--- config.mk ---
export PLATFORM = sky130hd
export DESIGN_NAME = regfile_scoreboard_flat
export DESIGN_NICKNAME = d
export VERILOG_FILES = /design/src/rtl/regfile_scoreboard_if.sv /design/src/rtl/regfile_scoreboard.sv /design/src/flat_wrapper.sv
export SDC_FILE = /design/constraint.sdc
export NUM_CORES = 1
export LEC_CHECK = 0
export ABC_AREA = 1
export CAP_MARGIN = 20
export CORE_MARGIN = 4
export CORE_UTILIZATION = 62
export CTS_CLUSTER_SIZE = 28
export DETAILED_ROUTE_END_ITERATION = 16
export PLACE_DENSITY = 0.87
export RECOVER_POWER = 50
export SYNTH_ARGS = -nofsm -noshare
export SYNTH_HDL_FRONTEND = slang
export SYNTH_SLANG_ARGS = --single-unit
--- constraint.sdc ---
create_clock -name clk -period 4 [get_ports clk]
set_input_delay 0.8 -clock clk [delete_from_list [all_inputs] [get_ports clk]]
set_output_delay 0.8 -clock clk [all_outputs]
set_load 0.01 [all_outputs]
--- src/rtl/regfile_scoreboard_if.sv ---
// regfile_scoreboard_if: bundles decode, execute-kill, write-back and
// scoreboard-output signals for the register-file scoreboard.
//   slave  : scoreboard side (consumes decode/execute/write-back, drives outputs)
//   master : pipeline side (drives decode/execute/write-back, reads outputs)
// Optional macro SCOREBOARD_PERF_EN adds two 32-bit performance counters.
interface regfile_scoreboard_if;
    logic        decode_i_valid;
    logic [4:0]  decode_i_rs1;
    logic        decode_i_rs1_used;
    logic [11:0] decode_i_rs2;
    logic        decode_i_rs2_used;
    logic [4:0]  decode_i_rd;
    logic        decode_i_rd_wen;
    logic        decode_i_is_csr;
    logic        execute_i_kill;
    logic [4:0]  execute_i_kill_rd;
    logic        execute_i_kill_rd_wen;
    logic        write_back_i_wb_reg_wen;
    logic [4:0]  write_back_i_wb_rd;
    logic [2:0]  write_back_i_wb_csr_sel;
    logic        scoreboard_o_stall;
    logic        scoreboard_o_issue;
    logic        scoreboard_o_idle;
`ifdef SCOREBOARD_PERF_EN
    logic [31:0] scoreboard_o_stall_cycles;
    logic [31:0] scoreboard_o_csr_drains;

    modport slave (
        input  decode_i_valid, decode_i_rs1, decode_i_rs1_used, decode_i_rs2,
               decode_i_rs2_used, decode_i_rd, decode_i_rd_wen, decode_i_is_csr,
               execute_i_kill, execute_i_kill_rd, execute_i_kill_rd_wen,
               write_back_i_wb_reg_wen, write_back_i_wb_rd, write_back_i_wb_csr_sel,
        output scoreboard_o_stall, scoreboard_o_issue, scoreboard_o_idle,
               scoreboard_o_stall_cycles, scoreboard_o_csr_drains
    );
    modport master (
        output decode_i_valid, decode_i_rs1, decode_i_rs1_used, decode_i_rs2,
               decode_i_rs2_used, decode_i_rd, decode_i_rd_wen, decode_i_is_csr,
               execute_i_kill, execute_i_kill_rd, execute_i_kill_rd_wen,
               write_back_i_wb_reg_wen, write_back_i_wb_rd, write_back_i_wb_csr_sel,
        input  scoreboard_o_stall, scoreboard_o_issue, scoreboard_o_idle,
               scoreboard_o_stall_cycles, scoreboard_o_csr_drains
    );
`else
    modport slave (
        input  decode_i_valid, decode_i_rs1, decode_i_rs1_used, decode_i_rs2,
               decode_i_rs2_used, decode_i_rd, decode_i_rd_wen, decode_i_is_csr,
               execute_i_kill, execute_i_kill_rd, execute_i_kill_rd_wen,
               write_back_i_wb_reg_wen, write_back_i_wb_rd, write_back_i_wb_csr_sel,
        output scoreboard_o_stall, scoreboard_o_issue, scoreboard_o_idle
    );
    modport master (
        output decode_i_valid, decode_i_rs1, decode_i_rs1_used, decode_i_rs2,
               decode_i_rs2_used, decode_i_rd, decode_i_rd_wen, decode_i_is_csr,
               execute_i_kill, execute_i_kill_rd, execute_i_kill_rd_wen,
               write_back_i_wb_reg_wen, write_back_i_wb_rd, write_back_i_wb_csr_sel,
        input  scoreboard_o_stall, scoreboard_o_issue, scoreboard_o_idle
    );
`endif
endinterface

--- src/rtl/regfile_scoreboard.sv ---
// regfile_scoreboard: in-order issue controller for the shared GPR/CSR file.
// Tracks in-flight GPR writes with a saturating counter per register and
// stalls decode on RAW/WAW hazards; serializes CSR-class instructions by
// draining the pipeline before issue and holding younger instructions until
// the CSR writeback (or a squash of the CSR).
// Ports:
//   clk, rst : clock, synchronous active-high reset
//   sb       : regfile_scoreboard_if.slave (decode/execute/write-back in,
//              stall/issue/idle out)
// Optional macro SCOREBOARD_PERF_EN: adds stall_cycles / csr_drains counters.
module regfile_scoreboard #(
    parameter int CNT_W = 2
) (
    input  logic                  clk,
    input  logic                  rst,
    regfile_scoreboard_if.slave   sb
);
    localparam logic [CNT_W-1:0] CNT_MAX = '1;

    typedef enum logic [1:0] {IDLE, DRAIN, CSR_WAIT} state_t;

    state_t           state_q, state_d;
    logic [CNT_W-1:0] cnt_q [32];
    logic [CNT_W-1:0] cnt_d [32];
    logic             any_pend;
    logic             hazard;
    logic             stall;
    logic             issue;

    // Counters are read pre-update, so a retire releases the hazard one
    // cycle later.
    always_comb begin
        any_pend = 1'b0;
        for (int i = 1; i < 32; i++)
            if (cnt_q[i] != '0) any_pend = 1'b1;
    end

    assign hazard = sb.decode_i_valid &&
        ((sb.decode_i_rs1_used && cnt_q[sb.decode_i_rs1] != '0) ||
         (sb.decode_i_rs2_used && !sb.decode_i_is_csr && cnt_q[sb.decode_i_rs2[4:0]] != '0) ||
         (sb.decode_i_rd_wen && cnt_q[sb.decode_i_rd] == CNT_MAX));

    always_ff @(posedge clk) begin
        if (rst) state_q <= IDLE;
        else     state_q <= state_d;
    end

    always_comb begin
        state_d = state_q;
        stall   = 1'b0;
        case (state_q)
            IDLE: begin
                if (sb.decode_i_valid && sb.decode_i_is_csr) begin
                    if (any_pend) begin
                        stall   = 1'b1;
                        state_d = DRAIN;
                    end else begin
                        state_d = CSR_WAIT;
                    end
                end else begin
                    stall = hazard;
                end
            end
            DRAIN: begin
                // Decode dropping the CSR means there is nothing left to drain for.
                if (!sb.decode_i_valid) state_d = IDLE;
                else if (any_pend)      stall   = 1'b1;
                else                    state_d = CSR_WAIT;
            end
            CSR_WAIT: begin
                stall = sb.decode_i_valid;
                if (sb.execute_i_kill || sb.write_back_i_wb_csr_sel != 3'd0) state_d = IDLE;
            end
            default: state_d = IDLE;
        endcase
    end

    assign issue = sb.decode_i_valid && !stall;

    // Net per-register change: at most one increment and two decrements;
    // the result floors at zero.
    always_comb begin
        logic [CNT_W:0] sum;
        logic [CNT_W:0] ndec;
        for (int i = 0; i < 32; i++) begin
            sum  = {1'b0, cnt_q[i]};
            ndec = '0;
            if (issue && sb.decode_i_rd_wen && sb.decode_i_rd == 5'(i)) sum = sum + 1'b1;
            if (sb.write_back_i_wb_reg_wen && sb.write_back_i_wb_rd == 5'(i)) ndec = ndec + 1'b1;
            if (sb.execute_i_kill && sb.execute_i_kill_rd_wen && sb.execute_i_kill_rd == 5'(i))
                ndec = ndec + 1'b1;
            if (i == 0 || sum < ndec) cnt_d[i] = '0;
            else                      cnt_d[i] = CNT_W'(sum - ndec);
        end
    end

    always_ff @(posedge clk) begin
        for (int i = 0; i < 32; i++) begin
            if (rst) cnt_q[i] <= '0;
            else     cnt_q[i] <= cnt_d[i];
        end
    end

    assign sb.scoreboard_o_stall = stall;
    assign sb.scoreboard_o_issue = issue;
    assign sb.scoreboard_o_idle  = !any_pend && state_q == IDLE;

`ifdef SCOREBOARD_PERF_EN
    logic [31:0] stall_cycles_q, stall_cycles_d;
    logic [31:0] csr_drains_q, csr_drains_d;

    assign stall_cycles_d = stall_cycles_q + {31'd0, stall};
    assign csr_drains_d   = csr_drains_q + {31'd0, (state_q == IDLE && state_d == DRAIN)};

    always_ff @(posedge clk) begin
        if (rst) begin
            stall_cycles_q <= '0;
            csr_drains_q   <= '0;
        end else begin
            stall_cycles_q <= stall_cycles_d;
            csr_drains_q   <= csr_drains_d;
        end
    end

    assign sb.scoreboard_o_stall_cycles = stall_cycles_q;
    assign sb.scoreboard_o_csr_drains   = csr_drains_q;
`endif
endmodule

--- src/flat_wrapper.sv ---
// flat-port wrapper written by rule: the top's interface ports become plain ports
module regfile_scoreboard_flat 
#(
    parameter int CNT_W = 2
)
  (clk, rst, sb_decode_i_valid, sb_decode_i_rs1, sb_decode_i_rs1_used, sb_decode_i_rs2, sb_decode_i_rs2_used, sb_decode_i_rd, sb_decode_i_rd_wen, sb_decode_i_is_csr, sb_execute_i_kill, sb_execute_i_kill_rd, sb_execute_i_kill_rd_wen, sb_write_back_i_wb_reg_wen, sb_write_back_i_wb_rd, sb_write_back_i_wb_csr_sel, sb_scoreboard_o_stall, sb_scoreboard_o_issue, sb_scoreboard_o_idle);
  regfile_scoreboard_if sb_i ();
  input  logic clk;
  input  logic rst;
  input wire logic [$bits(sb_i.decode_i_valid)-1:0] sb_decode_i_valid;
  input wire logic [$bits(sb_i.decode_i_rs1)-1:0] sb_decode_i_rs1;
  input wire logic [$bits(sb_i.decode_i_rs1_used)-1:0] sb_decode_i_rs1_used;
  input wire logic [$bits(sb_i.decode_i_rs2)-1:0] sb_decode_i_rs2;
  input wire logic [$bits(sb_i.decode_i_rs2_used)-1:0] sb_decode_i_rs2_used;
  input wire logic [$bits(sb_i.decode_i_rd)-1:0] sb_decode_i_rd;
  input wire logic [$bits(sb_i.decode_i_rd_wen)-1:0] sb_decode_i_rd_wen;
  input wire logic [$bits(sb_i.decode_i_is_csr)-1:0] sb_decode_i_is_csr;
  input wire logic [$bits(sb_i.execute_i_kill)-1:0] sb_execute_i_kill;
  input wire logic [$bits(sb_i.execute_i_kill_rd)-1:0] sb_execute_i_kill_rd;
  input wire logic [$bits(sb_i.execute_i_kill_rd_wen)-1:0] sb_execute_i_kill_rd_wen;
  input wire logic [$bits(sb_i.write_back_i_wb_reg_wen)-1:0] sb_write_back_i_wb_reg_wen;
  input wire logic [$bits(sb_i.write_back_i_wb_rd)-1:0] sb_write_back_i_wb_rd;
  input wire logic [$bits(sb_i.write_back_i_wb_csr_sel)-1:0] sb_write_back_i_wb_csr_sel;
  output wire logic [$bits(sb_i.scoreboard_o_stall)-1:0] sb_scoreboard_o_stall;
  output wire logic [$bits(sb_i.scoreboard_o_issue)-1:0] sb_scoreboard_o_issue;
  output wire logic [$bits(sb_i.scoreboard_o_idle)-1:0] sb_scoreboard_o_idle;
  assign sb_i.decode_i_valid = sb_decode_i_valid;
  assign sb_i.decode_i_rs1 = sb_decode_i_rs1;
  assign sb_i.decode_i_rs1_used = sb_decode_i_rs1_used;
  assign sb_i.decode_i_rs2 = sb_decode_i_rs2;
  assign sb_i.decode_i_rs2_used = sb_decode_i_rs2_used;
  assign sb_i.decode_i_rd = sb_decode_i_rd;
  assign sb_i.decode_i_rd_wen = sb_decode_i_rd_wen;
  assign sb_i.decode_i_is_csr = sb_decode_i_is_csr;
  assign sb_i.execute_i_kill = sb_execute_i_kill;
  assign sb_i.execute_i_kill_rd = sb_execute_i_kill_rd;
  assign sb_i.execute_i_kill_rd_wen = sb_execute_i_kill_rd_wen;
  assign sb_i.write_back_i_wb_reg_wen = sb_write_back_i_wb_reg_wen;
  assign sb_i.write_back_i_wb_rd = sb_write_back_i_wb_rd;
  assign sb_i.write_back_i_wb_csr_sel = sb_write_back_i_wb_csr_sel;
  assign sb_scoreboard_o_stall = sb_i.scoreboard_o_stall;
  assign sb_scoreboard_o_issue = sb_i.scoreboard_o_issue;
  assign sb_scoreboard_o_idle = sb_i.scoreboard_o_idle;
  regfile_scoreboard #(.CNT_W(CNT_W)) u_core (.clk(clk), .rst(rst), .sb(sb_i));
endmodule
; Yosys cells after proc, flatten, opt, wreduce, memory -nomap -nowiden
; Memory sizes are Yosys's and may differ from the RTL's.
; Cells that the tools add are included.
; Widths: inputs -> output; s select.
[word_totals]
reg_bits = 2
ramBits = 64
out_inout_bits = 3
mem_count = 1
[mem_list]
columns = name, depth, width, read_ports, rd_ports_with_merged_regs, wr, line_no
row1 = u_core.cnt_q, 32, 2, 34, 0, 32, regfile_scoreboard.sv:23  ; logic [CNT_W-1:0] cnt_q [32];
[op_classes]
add_sub_neg = 93
magnitude_cmp = 31
eq_ne = 99
n_mux = 200
bitwise = 32
reduce_logical = 145
[op_table]
columns = operator, n
row1 = $eq 5x5->1 const B, 48
row2 = $mux 2, 99
row3 = $eq 5x4->1 const B, 24
row4 = $logic_and 1x1->1, 103
row5 = $add 2x1->3 const B, 31
row6 = $lt 3x2->1, 31
row7 = $mux 3, 31
row8 = $mux 1, 68
row9 = $reduce_bool 2->1, 33
row10 = $add 1x1->2 const B, 31
row11 = $sub 2x2->2, 31
row12 = $eq 5x3->1 const B, 12
row13 = $or 1x1->1, 32
row14 = $eq 5x2->1 const B, 6
row15 = $eq 5x1->1 const B, 3
row16 = $pmux 2 s3, 1
row17 = $eq 2x2->1 const B, 2
row18 = $ne 2x1->1 const B, 2
row19 = $logic_not 1->1, 3
row20 = $logic_or 1x1->1, 3
row21 = $ne 3x3->1 const B, 1
row22 = $pmux 1 s3, 1
row23 = $reduce_and 3->1, 1
row24 = $reduce_bool 3->1, 1
row25 = 2 further kinds, 2

; Depth between registers and ports, before layout
; An unclocked memory read counts as a cell.
[logic_depth]
ltp_word = 44
depth_mapped = 26

; Least setup slack after synthesis
; OpenSTA, ideal clock, no wires.
[synth_timing]
kind = input-to-reg
from = input sb_decode_i_rs1[1]
to = memory u_core.cnt_q[15][1]
setup_time_ns = 0.116
arrival_ns = 3.107
required_time_ns = 3.884
path_slack_ns = 0.778
stages = 22
path_buffers = 2
cell_sequence = buf_2 > clkinv_1 > nand2_1 > nand2_1 > nand2_1 > nand3_1 > nand2_1 > nand3_1 > nand3_1 > nand2_1 > o21ai_2 > nand3_1 > nor2_4 > buf_4 > nand2_1 > nor2_1 > a21oi_1 > ha_1 > a21oi_1 > nand2_1 > nand2_1 > nor2_1
[synth_lines]
columns = item, line_no
row1 = start: declaration, flat_wrapper.sv:11  ; input wire logic [$bits(sb_i.decode_i_rs1)-1:0] sb_decode_i_rs1;
row2 = end: declaration, regfile_scoreboard.sv:23

==> flow_metrics.py <==
metrics = {
    "outcome": {
        "outcome": "completed",
    },
    "clock_network": {
        "htree_levels": 3,
        "clockBufferDepth": 2,
        "clock_sinks": 64,
        "ctsHoldBuffers": 0,
        "path_clk_slew_ns": 0.06,
        "cts_tree": "yes",
        "cts_made_buffers": 9,
        "cts_root_buffer": "clkbuf_16",
        "clk_latency_ns": 0.35,
    },
    "sta": {
        "worstMarginPinSlew_ns": 0.693,
        "finalSetupTns_ns": 0,
        "timing.fmax_mhz": 261,
        "fin_skew_ns": 0.00969,
        "period_minus_slack_ns": 3.84,
        "setup_ws_ns": 0.165,
        "hold_viol_final": 0,
        "slew_violations": 0,
        "rsz0062_at_grt": "false",
        "setup_viol": 0,
        "slew_headroom_pct": 53.7,
        "finalCritPeriodShare_pct": 95.9,
    },
    "min_path": {
        "hold_start": "u_core.state_q[0]",
        "min_to": "u_core.state_q[0]",
        "holdCritPathClass": "flip-flop to flip-flop",
        "hold_depth": 2,
    },
    "drt": {
        "wl_um": 25400,
        "num_vias": 8570,
        "drt_iter0_markers": 1223,
        "route.detailed.drc": 0,
        "wire_per_inst_um": 16.6,
        "drt.antenna.violating_nets": 0,
        "avgViaCountPerCell": 5.62,
        "drtPass1Iterations": 6,
    },
    "finish": {
        "fillCellCount": 1029,
        "layout.nets": 1554,
        "n_antenna_cell": 0,
        "drive_gt1_share_pct": 6.41,
        "fin_util_pct": 74.5,
        "syn2layout_area_growth_pct": 15.9,
    },
    "placed_design": {
        "place_ws_ns": -0.276,
        "gp_congestion": 1.05,
        "hpwl_um": 20000,
        "io_buffer_count": 40,
    },
    "setup_path": {
        "crit_start": "sb_decode_i_rs1[0]",
        "path_class": "input port to flip-flop",
        "end_kind": "flip-flop",
        "r2r-start": "u_core.cnt_q[13][1]",
        "r2r-end": "u_core.cnt_q[19][0]",
        "cp_max_fo": 18,
        "r2r_cells": 18,
        "cp-start-kind": "input port",
        "r2r_slack_ns": 0.26,
        "cp.arrival_ns": 4.08,
        "crit_required_ns": 4.24,
    },
    "grt": {
        "grt_pass1_wl_um": 39300,
        "grt_overflow_total": 0,
        "gr-usage-all-layers_pct": 34.7,
        "antenna_found_initial": 0,
        "grt_pass1_vias": 7758,
        "grt_start_max_net_pins": 33,
    },
    "power": {
        "pwr-share-comb_pct": 27.2,
        "power.internal_mw": 1.29,
        "clockPowerShare_pct": 37.6,
        "p_leak_nw": 4.48,
        "power.density_nw_per_um2": 215,
        "swShare_pct": 34.0,
        "power.total_mw": 1.96,
        "max-vdd-ir-drop_v": 0.000182,
        "switchingPower_mw": 0.667,
        "seq_power_share_pct": 35.2,
    },
    "die": {
        "start_util_pct": 64.3,
        "core-area_um2": 12200,
        "die_w_um": 121,
        "die-height_um": 121,
        "ios": 48,
        "die_area_um2": 14500,
        "rows": 40,
    },
    "yosys": {
        "synth-edff-count": 0,
        "syn_area_um2": 7860,
        "yosysSeqAreaShare_pct": 16.3,
        "synth-seq-cells": 64,
        "ys_async_sr_fraction_pct": 0,
        "synthFlopType": "dfxtp_1",
        "avgSynthCellArea_um2": 6.19,
        "synth_nets": 1469,
        "syn_inst": 1269,
        "synth_cell_types": 29,
        "yosys_warnings": 0,
    },
    "job": {
        "maxCapViolCount": 0,
    },
}
==> per-layer routing <==
| metal | wire, um | GRT usage [%] | part of all wire (%) |
|---|---|---|---|
| met1 | 10400 | 46.1 | 41 |
| met2 | 10800 | 54.6 | 43 |
| met3 | 3030 | 6.83 | 12 |
| met4 | 1160 | 14.8 | 4.6 |
| met5 | 0 | 0 | 0 |
==> area by class of cell <==
cell class              instances  area (um^2)  area share, %
clock buffers                  11          243           2.67
multi-input cells             994         5760           63.3
well taps                     168          210           2.31
flip-flops and latches         64         1280           14.1
clock inverters                 3         20.0          0.220
repair buffers                102          897           9.86
inverters                     183          691           7.59
==> per-stage QoR <==
stage,std cells,area (um^2),hold WS (ns)
6_report,1525,9100,0.581
2_1_floorplan,1269,7860,0.522
5_1_grt,1525,9100,0.605
3_5_place_dp,1509,8800,0.570
4_1_cts,1525,9080,0.579
3_3_place_gp,1509,8800,0.558
==> layout by cell type, fill, tap and decap left out, types with 2 or more instances in the layout <==
| master | instances |
|---|---|
| a21oi_1 | 69 |
| buf_12 | 2 |
| buf_4 | 57 |
| clkbuf_16 | 9 |
| clkbuf_4 | 2 |
| clkdlybuf4s50_1 | 32 |
| clkinv_1 | 2 |
| clkinvlp_4 | 3 |
| dfxtp_1 | 64 |
| dlygate4sd2_1 | 2 |
| dlymetal6s2s_1 | 4 |
| ha_1 | 155 |
| inv_1 | 177 |
| inv_2 | 3 |
| nand2_1 | 324 |
| nand2_2 | 2 |
| nand3_1 | 78 |
| nand3b_1 | 2 |
| nand4_1 | 8 |
| nor2_1 | 216 |
| nor2_4 | 2 |
| nor3_1 | 29 |
| nor4_1 | 5 |
| o211ai_1 | 2 |
| o21ai_0 | 31 |
| xor2_1 | 62 |
==> critical path, cell delays in order <==
cell and delay (ns):
clkdlybuf4s50_1 0.48, inv_1 0.06, buf_4 0.16, o21ai_0 0.11, nand3_1 0.16, o21ai_1 0.15
nand2_1 0.08, nand3_1 0.07, nand3_1 0.06, nand3_1 0.06, nand2_1 0.08, o21ai_2 0.16
nand3_1 0.15, nor2_4 0.17, buf_4 0.26, nand2_1 0.14, nor2_1 0.14, a21oi_1 0.06
ha_1 0.33, a21oi_1 0.17, nand2_1 0.07, nand2_1 0.08, nor2_1 0.05
==> repair_timing <==
item | CTS | global route
gates resized for setup | 7 | 12
buffers inserted | 2 | 0
setup endpoints to repair | 2 | 22
==> power groups by stage <==
stage / registers [mW] / logic [mW] / clock network (mW)
2_1_floorplan: 0.690 / 0.303 / 0
3_3_place_gp: 0.699 / 0.505 / 0
3_5_place_dp: 0.701 / 0.515 / 0
4_1_cts: 0.687 / 0.521 / 0.738
5_1_grt: 0.690 / 0.576 / 0.770
6_report: 0.689 / 0.533 / 0.738
==> logic make-up after synthesis <==
family / Yosys count / share of synthesized area, %
DFF: 64 / 16.3
buffers and inverters: 211 / 10.5
xor gates and xnor gates: 62 / 6.91
AOI/OAI and AO/OA: 108 / 7.15
and+or+nand+nor: 669 / 34.4
adders and majority gates: 155 / 24.7
==> Yosys cell counts (2+ instances only) <==
cell type / number / area share (%)
nand2_1: 325 / 16
nor2_1: 217 / 10
inv_1: 179 / 8.6
ha_1: 155 / 25
nand3_1: 78 / 5.0
a21oi_1: 69 / 4.4
dfxtp_1: 64 / 16
xor2_1: 62 / 6.9
o21ai_0: 32 / 2.0
nor3_1: 30 / 1.9
clkbuf_1: 11 / 0.53
buf_4: 8 / 0.76
nand4_1: 8 / 0.64
buf_2: 5 / 0.32
nor4_1: 5 / 0.40
buf_1: 4 / 0.19
clkinv_1: 2 / 0.096
inv_2: 2 / 0.096
nand3b_1: 2 / 0.19
o211ai_1: 2 / 0.19
==> sequential cells by signal (all words and copies together) (netlist names) <==
register / count
u_core.cnt_q: 62
u_core.state_q: 2
==> worst max path at each step <==
stage	end	slack, ns	cells past startpoint
floorplan	u_core.cnt_q[15][1]	0.78	22
global placement	u_core.cnt_q[19][1]	-0.16	25
detailed placement	u_core.cnt_q[19][1]	-0.28	25
CTS	sb_scoreboard_o_issue	0.01	17
global route	u_core.cnt_q[16][1]	0.04	26
finish	u_core.cnt_q[19][0]	0.16	23
No activity file was read; power rests on OpenSTA's default activity.
